`config.mk`:
```
export PLATFORM = sky130hd
export DESIGN_NAME = retire_exit_monitor
export DESIGN_NICKNAME = d
export VERILOG_FILES = /design/src/rtl/exit_mon_pkg.sv /design/src/rtl/retire_exit_monitor_sat_counter.sv /design/src/rtl/retire_exit_monitor.sv
export SDC_FILE = /design/constraint.sdc
export NUM_CORES = 1
export LEC_CHECK = 0
export BUFFER_PORTS_ARGS = -buffer_cell sky130_fd_sc_hd__buf_2
export CORE_MARGIN = 2
export CORE_UTILIZATION = 32
export DETAILED_ROUTE_END_ITERATION = 6
export GPL_TIMING_DRIVEN = 0
export SETUP_SLACK_MARGIN = 0.5
export SLEW_MARGIN = 10
export SYNTH_ARGS = -nofsm -noshare
export SYNTH_HDL_FRONTEND = slang
export SYNTH_SLANG_ARGS = --single-unit
```
`constraint.sdc`:
```
create_clock -name clock -period 3.08 [get_ports clock]
set_input_delay 0.308 -clock clock [delete_from_list [all_inputs] [get_ports clock]]
set_output_delay 0.308 -clock clock [all_outputs]
set_load 0.005 [all_outputs]
```
`src/rtl/exit_mon_pkg.sv`:
```
// exit_mon_pkg
//   Shared definitions for the retire exit monitor: status encodings,
//   FSM state codes, default parameter values and a small status helper.
package exit_mon_pkg;

  // Status codes reported on the status output
  localparam logic [1:0] ST_RUN  = 2'b00;
  localparam logic [1:0] ST_PASS = 2'b01;
  localparam logic [1:0] ST_FAIL = 2'b10;
  localparam logic [1:0] ST_HANG = 2'b11;

  // Monitor FSM state codes
  localparam logic [1:0] RUN   = 2'b00;
  localparam logic [1:0] DRAIN = 2'b01;
  localparam logic [1:0] DONE  = 2'b10;

  // Default parameter values
  localparam int DEF_XLEN         = 32;
  localparam int DEF_CNT_W        = 64;
  localparam int DEF_STALL_LIMIT  = 100000;
  localparam int DEF_MAX_CYCLES   = 0;
  localparam int DEF_DRAIN_CYCLES = 10;

  // Status for an ebreak halt: a0 == 0 means the program passed
  function automatic logic [1:0] break_status(input logic a0_is_zero);
    if (a0_is_zero) begin
      return ST_PASS;
    end else begin
      return ST_FAIL;
    end
  endfunction

endpackage

```
`src/rtl/retire_exit_monitor_sat_counter.sv`:
```
// sat_counter
//   Width-parameterised up counter that sticks at all-ones.
//   Ports:
//     clock    : clock
//     clr_i    : synchronous clear (wins over enable)
//     en_i     : count enable
//     count_o  : current count (registered)
module sat_counter #(
  parameter int W = 8
) (
  input  logic         clock,
  input  logic         clr_i,
  input  logic         en_i,
  output logic [W-1:0] count_o
);

  logic [W-1:0] count_q;

  // Count register: clear, else increment unless already saturated
  always_ff @(posedge clock) begin
    if (clr_i) begin
      count_q <= {W{1'b0}};
    end else if (en_i && (count_q != {W{1'b1}})) begin
      count_q <= count_q + {{(W-1){1'b0}}, 1'b1};
    end else begin
      count_q <= count_q;
    end
  end

  assign count_o = count_q;

endmodule

```
`src/rtl/retire_exit_monitor.sv`:
```
// retire_exit_monitor
//   End-of-run monitor on the retire stream. Detects an ebreak (pass/fail),
//   a retire stall (hang) or a global cycle budget overrun (timeout), drains
//   for DRAIN_CYCLES, then raises a sticky done.
//   Ports:
//     clock, reset           : clock and synchronous active-high reset
//     retire_valid           : an instruction retires this cycle
//     retire_is_break        : retiring instruction is ebreak
//     retire_a0, retire_pc   : x10 and pc of the retiring instruction
//     halted, done           : sticky halt / drain-complete flags
//     status                 : 00 run, 01 pass, 10 fail, 11 hang/timeout
//     exit_code, halt_pc     : captured a0 and pc at the halt event
//     cycle_cnt, instret_cnt : cycles and retires counted while in RUN
module retire_exit_monitor
  import exit_mon_pkg::*;
#(
  parameter int XLEN         = DEF_XLEN,
  parameter int CNT_W        = DEF_CNT_W,
  parameter int STALL_LIMIT  = DEF_STALL_LIMIT,
  parameter int MAX_CYCLES   = DEF_MAX_CYCLES,
  parameter int DRAIN_CYCLES = DEF_DRAIN_CYCLES
) (
  input  logic             clock,
  input  logic             reset,
  input  logic             retire_valid,
  input  logic             retire_is_break,
  input  logic [XLEN-1:0]  retire_a0,
  input  logic [XLEN-1:0]  retire_pc,
  output logic             halted,
  output logic             done,
  output logic [1:0]       status,
  output logic [XLEN-1:0]  exit_code,
  output logic [XLEN-1:0]  halt_pc,
  output logic [CNT_W-1:0] cycle_cnt,
  output logic [CNT_W-1:0] instret_cnt
);

  // Stall counter only needs to reach STALL_LIMIT-1; drain counter DRAIN_CYCLES-1
  localparam int STALL_W = $clog2(STALL_LIMIT);
  localparam int DRAIN_W = (DRAIN_CYCLES > 1) ? $clog2(DRAIN_CYCLES) : 1;
  localparam logic [STALL_W-1:0] STALL_LAST = STALL_W'(STALL_LIMIT - 1);
  localparam logic [DRAIN_W-1:0] DRAIN_LAST =
    DRAIN_W'((DRAIN_CYCLES > 0) ? (DRAIN_CYCLES - 1) : 0);
  localparam logic [CNT_W-1:0]   MAX_LAST =
    CNT_W'((MAX_CYCLES > 0) ? (MAX_CYCLES - 1) : 0);

  logic [1:0]         state_q, state_d;
  logic               halted_q, halted_d;
  logic               done_q, done_d;
  logic [1:0]         status_q, status_d;
  logic [XLEN-1:0]    exit_code_q, exit_code_d;
  logic [XLEN-1:0]    halt_pc_q, halt_pc_d;
  logic [XLEN-1:0]    last_pc_q, last_pc_d;

  logic [CNT_W-1:0]   cycle_q, instret_q;
  logic [STALL_W-1:0] stall_q;
  logic [DRAIN_W-1:0] drain_q;

  logic in_run, in_drain;
  logic brk_ev, hang_ev, tmo_ev;

  assign in_run   = (state_q == RUN);
  assign in_drain = (state_q == DRAIN);

  assign brk_ev  = retire_valid & retire_is_break;
  assign hang_ev = ~retire_valid & (stall_q == STALL_LAST);
  assign tmo_ev  = (MAX_CYCLES != 0) && (cycle_q == MAX_LAST);

  sat_counter #(.W(CNT_W)) u_cycle (
    .clock   (clock),
    .clr_i   (reset),
    .en_i    (in_run),
    .count_o (cycle_q)
  );

  sat_counter #(.W(CNT_W)) u_instret (
    .clock   (clock),
    .clr_i   (reset),
    .en_i    (in_run & retire_valid),
    .count_o (instret_q)
  );

  // Any retire restarts the stall window
  sat_counter #(.W(STALL_W)) u_stall (
    .clock   (clock),
    .clr_i   (reset | (in_run & retire_valid)),
    .en_i    (in_run & ~retire_valid),
    .count_o (stall_q)
  );

  // Held at zero outside DRAIN so each drain period starts fresh
  sat_counter #(.W(DRAIN_W)) u_drain (
    .clock   (clock),
    .clr_i   (reset | ~in_drain),
    .en_i    (in_drain),
    .count_o (drain_q)
  );

  // Next-state logic: halt event capture in RUN, drain countdown in DRAIN
  always_comb begin
    state_d     = state_q;
    halted_d    = halted_q;
    done_d      = done_q;
    status_d    = status_q;
    exit_code_d = exit_code_q;
    halt_pc_d   = halt_pc_q;
    last_pc_d   = last_pc_q;
    case (state_q)
      RUN: begin
        if (retire_valid) begin
          last_pc_d = retire_pc;
        end else begin
          last_pc_d = last_pc_q;
        end
        if (brk_ev || hang_ev || tmo_ev) begin
          halted_d = 1'b1;
          if (DRAIN_CYCLES == 0) begin
            state_d = DONE;
            done_d  = 1'b1;
          end else begin
            state_d = DRAIN;
            done_d  = 1'b0;
          end
          if (brk_ev) begin
            status_d    = break_status(retire_a0 == {XLEN{1'b0}});
            exit_code_d = retire_a0;
            halt_pc_d   = retire_pc;
          end else begin
            // Hang and timeout report the most recent retire, including this cycle's
            status_d    = ST_HANG;
            exit_code_d = {XLEN{1'b0}};
            halt_pc_d   = retire_valid ? retire_pc : last_pc_q;
          end
        end else begin
          state_d = RUN;
        end
      end
      DRAIN: begin
        if (drain_q == DRAIN_LAST) begin
          state_d = DONE;
          done_d  = 1'b1;
        end else begin
          state_d = DRAIN;
        end
      end
      DONE: begin
        state_d = DONE;
      end
      default: begin
        state_d = RUN;
      end
    endcase
  end

  // State and captured-output registers
  always_ff @(posedge clock) begin
    if (reset) begin
      state_q     <= RUN;
      halted_q    <= 1'b0;
      done_q      <= 1'b0;
      status_q    <= ST_RUN;
      exit_code_q <= {XLEN{1'b0}};
      halt_pc_q   <= {XLEN{1'b0}};
      last_pc_q   <= {XLEN{1'b0}};
    end else begin
      state_q     <= state_d;
      halted_q    <= halted_d;
      done_q      <= done_d;
      status_q    <= status_d;
      exit_code_q <= exit_code_d;
      halt_pc_q   <= halt_pc_d;
      last_pc_q   <= last_pc_d;
    end
  end

  assign halted      = halted_q;
  assign done        = done_q;
  assign status      = status_q;
  assign exit_code   = exit_code_q;
  assign halt_pc     = halt_pc_q;
  assign cycle_cnt   = cycle_q;
  assign instret_cnt = instret_q;

endmodule

```
---- Word-level counts from Yosys, hierarchy flattened ----
Index checks and enable logic that the tools add are counted.
Widths: inputs -> output; s select.
word-level totals
  input port bits ......................... 68
  output and inout port bits .............. 196
  bits in registers ....................... 251
  word-level logic and storage cells ...... 54
cells by class
  equal/unequal tests ..................... 10
  reduce and logical (&&, ||, !) cells .... 10
  add/sub/neg operators ................... 4
  multiplexer cells ....................... 11
  bitwise operators ....................... 8
operator list
  operator               number
  $add 64x1->64 const B  2
  $ne 64x64->1 const B   2
  $mux 32                3
  $logic_not 32->1       1
  $add 17x1->17 const B  1
  $eq 17x17->1 const B   1
  $ne 17x17->1 const B   1
  $mux 2                 3
  $pmux 2 s3             1
  $add 4x1->4 const B    1
  $and 1x1->1            4
  $eq 4x4->1 const B     1
  $logic_and 1x1->1      4
  $ne 2x1->1 const B     2
  $ne 4x4->1 const B     1
  $mux 1                 3
  $reduce_and 3->1       1
  $eq 2x1->1 const B     1
  $eq 2x2->1 const B     1
  $logic_not 2->1        1
  $not 1->1              2
  $or 1x1->1             2
  $pmux 1 s2             1
  $reduce_and 2->1       1
  other kinds (2)        2

---- Depth between registers and ports, before layout ----
  depth after elaboration ................. 5
  mapped depth ............................ 10
  gate-level depth less buffers ........... 10

---- Cells and area by module ----
A second synthesis with hierarchy kept.
unflattened totals
  cells, all modules ...................... 1,324
  area, all modules ....................... 12,301.8 um2
by module, submodules not included
  module                      cells each  area each (um2)  instances
  sat_counter at u_cycle ...  400         3,385.7          2
  retire_exit_monitor         414         4,523.1          1
  sat_counter at u_stall      90          798.3            1
  sat_counter at u_drain      20          209.0            1

---- Least setup slack after synthesis ----
Ideal clock, no wire load.
  kind .................................... reg-to-reg
  start point ............................. register u_stall.count_q[6], in the netlist u_stall.count_o[6]
  end point ............................... register u_stall.count_q[13], in the netlist u_stall.count_o[13]
  stages on the path, launching flop included .. 11
  path slack .............................. 0.571 ns
  data required time ...................... 2.952 ns
  data arrival time ....................... 2.382 ns
  period minus slack after synthesis ...... 2.509 ns
  cells stage by stage .................... dfxtp_1 and4_1 nand4_1 nor3_1 ha_1 nor4_1 nand4_1 nor2_1 nand3_1 xor2_1 nor2_1
on the way
  longest elaborated chain between the ends .. 2
  elaborated cells on any way between the ends .. 3
  classes of those cells .................. add/sub (1); eq/ne (1); reduce/logical (1)
ends and longest elaborated chain
  what                                                   RTL line                               text
  start: declaration                                     retire_exit_monitor_sat_counter.sv:17  logic [W-1:0] count_q;
  start signal: assignment                               retire_exit_monitor_sat_counter.sv:22  count_q <= {W{1'b0}};
  start signal: assignment                               retire_exit_monitor_sat_counter.sv:24  count_q <= count_q + {{(W-1){1'b0}}, 1'b1};
  start signal: assignment                               retire_exit_monitor_sat_counter.sv:26  count_q <= count_q;
  branches (longest 2 deep; another with $add 17x1->17)  n/a
Several ways; the timed one is not identified.
A chain may end at the register's enable or synchronous reset.

---- Worst setup path in the final report ----
  start point ............................. register u_instret.count_q[25], in the netlist u_instret.count_o[25]
  end point ............................... register u_instret.count_q[61], in the netlist u_instret.count_o[61]
on the way
  longest elaborated chain between the ends .. 2
  elaborated cells on any way between the ends .. 3
  classes of those cells .................. add/sub (1); eq/ne (1); reduce/logical (1)
ends and longest elaborated chain
  what                                                   RTL line
  start: declaration                                     retire_exit_monitor_sat_counter.sv:17
  start signal: assignment                               retire_exit_monitor_sat_counter.sv:22
  start signal: assignment                               retire_exit_monitor_sat_counter.sv:24
  start signal: assignment                               retire_exit_monitor_sat_counter.sv:26
  branches (longest 2 deep; another with $add 64x1->64)  n/a
Several ways; the timed one is not identified.

==> impl_table.tex <==
\begin{tabular}{lr}
\hline
Metric & Value \\
\hline
\multicolumn{2}{l}{\textbf{STA}} \\
Setup tns final & 0 ns \\
Worst-case clock skew & approximately 0.024 ns \\
Maximum operating frequency & 388 MHz \\
Minimum period implied by the final worst setup slack & approximately 2.6 ns \\
Remaining max-slew budget at the tightest pin & 0.420 \\
Final period util & 0.837 \\
Unrepaired setup endpoints after global routing & yes \\
Number of slew-limit violations in the final report & 0 \\
Number of setup violations in the final report & 0 \\
Final hold vios & 0 \\
Slew of the pin with the lowest slew margin & $\sim$0.86 ns \\
\multicolumn{2}{l}{\textbf{Critical path}} \\
Crit-path max FO & 5 \\
Nature of the critical path endpoint & flop \\
Crit path kind & flop to flop \\
Setup crit start kind & flop \\
Crit path arrival time & around 3.1 ns \\
Data required time at the worst endpoint & $\sim$3.6 ns \\
\multicolumn{2}{l}{\textbf{Global route}} \\
Global-route wire length before repair & between 50000 and 60000 microns \\
Via count of the first global-routing pass & 10900 \\
GR Overflow Total & 0 \\
Global routing usage summed across all routing layers & 0.198 \\
Initial antenna violation count & 0 \\
Maximum number of pins on one net before global-route repair & 16 \\
\multicolumn{2}{l}{\textbf{CTS}} \\
Clock Root Buffer & clkbuf\_16 \\
CTS tree & done \\
Number of clock buffers inserted by TritonCTS & 29 \\
Clock-pin slew on the worst setup and hold paths & 0.06 ns \\
Clock tree buffer depth & 3 \\
Total clock sinks & approximately 250 \\
Later-pin clock latency in the skew report & around 0.57 ns \\
Depth of the CTS H-tree & 1 \\
\multicolumn{2}{l}{\textbf{Route}} \\
Detailed-route wire length per cell & 17.5 microns \\
Average vias per placed instance & around 5.3 \\
Number of design rule violations left after detail routing & 0 \\
Antenna Violating Nets Remaining & 0 \\
Violation count after the first detailed-route iteration & roughly 760 \\
Routed WL & 38800 microns \\
Length of the first detailed-routing pass in iterations & 5 \\
Via total after detailed routing & 11800 \\
\multicolumn{2}{l}{\textbf{Die}} \\
Die Footprint & between 0.03 and 0.04 sq mm \\
Chip Width & roughly 190 microns \\
Starting density of the core & 0.326 \\
Height of the chip & about 190 microns \\
Core Area & about 0.035 sq mm \\
Number of top-level design ports & about 260 \\
Site Rows & 68 \\
\multicolumn{2}{l}{\textbf{Synthesis}} \\
Flip-flop and latch count after synthesis & 251 \\
Gate Count Post-Synth & $\sim$1300 \\
Top cells by area, synth & dfxtp\_1, nor2\_1, a21oi\_1 \\
Total nets after synthesis & about 1400 \\
Post-synthesis sequential area ratio & 0.446 \\
Primary FF master, synth & dfxtp\_1 \\
Yosys Warn Count & 0 \\
Fraction of synthesis flops using an asynchronous set or reset pin & 0 \\
Top cells by count, synth & dfxtp\_1, nor2\_1, nand2\_1 \\
Most frequently used cell type in the post-synthesis netlist & dfxtp\_1 \\
Syn Std Cell Area & 0.0113 sq mm \\
Area fraction of the dominant cell type after synthesis & 0.446 \\
Post-synthesis area per instance & 8.40 sq um \\
Number of distinct library cells after synthesis & about 50 \\
Count of flip-flops with a built-in enable after synthesis & 0 \\
Dominant cell type by area after synthesis & dfxtp\_1 \\
\multicolumn{2}{l}{\textbf{Pwr}} \\
Pleak & around 6.2 nW \\
Ratio of total power to cell area & between 500 and 600 mW/mm\^{}2 \\
Worst vdd rail ir drop & between 400 and 500 uV \\
\multicolumn{2}{l}{\textbf{Placement}} \\
Detail Placement HPWL & about 27000 microns \\
Count of buffers inserted at the top-level ports & 262 \\
Placed Area & 0.0132 sq mm \\
Weighted congestion reported at the end of routability-driven placement & approximately 0.88 \\
\multicolumn{2}{l}{\textbf{Cells and area}} \\
Design Area, Final & approximately 0.016 sq mm \\
Final Core Density & 0.452 \\
Sequential Area & 0.00510 sq mm \\
Total inserted antenna cells & 0 \\
Share of cells above drive strength 1 & 0.284 \\
Multi-input logic area & between 0.006 and 0.007 sq mm \\
\# fillers & 3387 \\
Final Net Count & between 1500 and 2000 \\
Synth-to-layout area growth & 38.9\% \\
\multicolumn{2}{l}{\textbf{Outcome}} \\
Outcome & complete, no violations \\
\multicolumn{2}{l}{\textbf{Job}} \\
Number of max-capacitance violations reported & 0 \\
\multicolumn{2}{l}{\textbf{Worst hold path}} \\
Class of the most critical hold timing path & primary input to flop \\
\hline
\end{tabular}
## final cells by class
type	count	area share
inverter	18	0.00431
sequential	251	0.326
multi-input combinational	992	0.395
clock buffer	42	0.0546
timing repair buffer	369	0.144
tap	455	0.0363
buffer	81	0.0247
clock inverter	12	0.0148
## layer usage
metal  track usage  up-vias  share of wire
met5             0        -              0
met2         0.328      395           0.47
li1              -     5713              -
met3        0.0477       58          0.074
met4        0.0527        0          0.023
met1         0.258     5636           0.44
## worst max-delay path, cell delays in order, from the launching register on
cell       delay (ns)
dfxtp_4          0.37
nand4_1          0.16
or4_4            0.61
nor4_4           0.35
o2111ai_2        0.26
buf_4            0.22
or4_4            0.42
a21oi_2          0.14
## timing repair
action | 4_1_cts | 5_1_grt
buffers inserted | 12 | 36
hold endpoints to repair | 57 | 0
gates cloned | 0 | 2
hold buffers | 57 | 0
endpoints found under the setup margin | 199 | 177
gates resized for setup | 75 | 99
pin swaps | 12 | 31
## cells in the final DEF, fill, tap and decap left out, drive strengths merged, types with 35 or more instances in the layout
master       count
or4             41
clkbuf         112
nand2          124
nand4           52
a21oi          114
xor2            40
o21ai           61
mux2i           35
dfxtp          251
dlygate4sd3     57
buf            323
nor2           155
or3             54
nand3           47
## power breakdown
group          internal (mW)  switching (mW)
combinational          0.254           0.340
clock                   2.43            1.46
sequential              3.33          0.0552
total                   6.02            1.85
## final timing paths
kind / cells past startpoint / endpoint / slack (ns) / startpoint
worst max-delay path: 7 / u_instret.count_o[61] / 0.50 / u_instret.count_o[25]
worst min-delay path: 3 / exit_code[30] / 0.02 / retire_a0[30]
worst max register to register: 7 / u_instret.count_o[61] / 0.50 / u_instret.count_o[25]
worst min register to register: 2 / last_pc_q[2] / 0.45 / last_pc_q[2]
## through the flow
| step | instances | power, mW | hold WS [ns] | setup WS, ns |
|---|---|---|---|---|
| 2_1_floorplan | 1342 | 3.73 | 0.436 | 0.571 |
| 6_report | 2220 | 7.87 | 0.0194 | 0.503 |
| 4_1_cts | 2182 | 7.93 | 0.00000738 | 0.469 |
| 5_1_grt | 2220 | 8.15 | 0.0293 | 0.439 |
| 3_5_place_dp | 2059 | 3.97 | 0.446 | -0.237 |
| 3_3_place_gp | 2059 | 3.96 | 0.441 | -0.218 |
## registers in the layout, indices dropped and copies added (netlist names)
signal / cells
done: 1
halt_pc: 32
halted: 1
u_instret.count_o: 64
status: 2
u_cycle.count_o: 64
state_q: 2
last_pc_q: 32
exit_code: 32
u_drain.count_o: 4
u_stall.count_o: 17
## logic make-up after synthesis
group / count (synthesis) / synth area share
simple gates: 594 / 0.274
compound gates: 298 / 0.161
flops: 251 / 0.446
buf+inv: 99 / 0.0335
xor+xnor: 52 / 0.0404
mux: 42 / 0.0381
fa+ha+maj: 6 / 0.00666
Power figures use the tool's default switching activity.
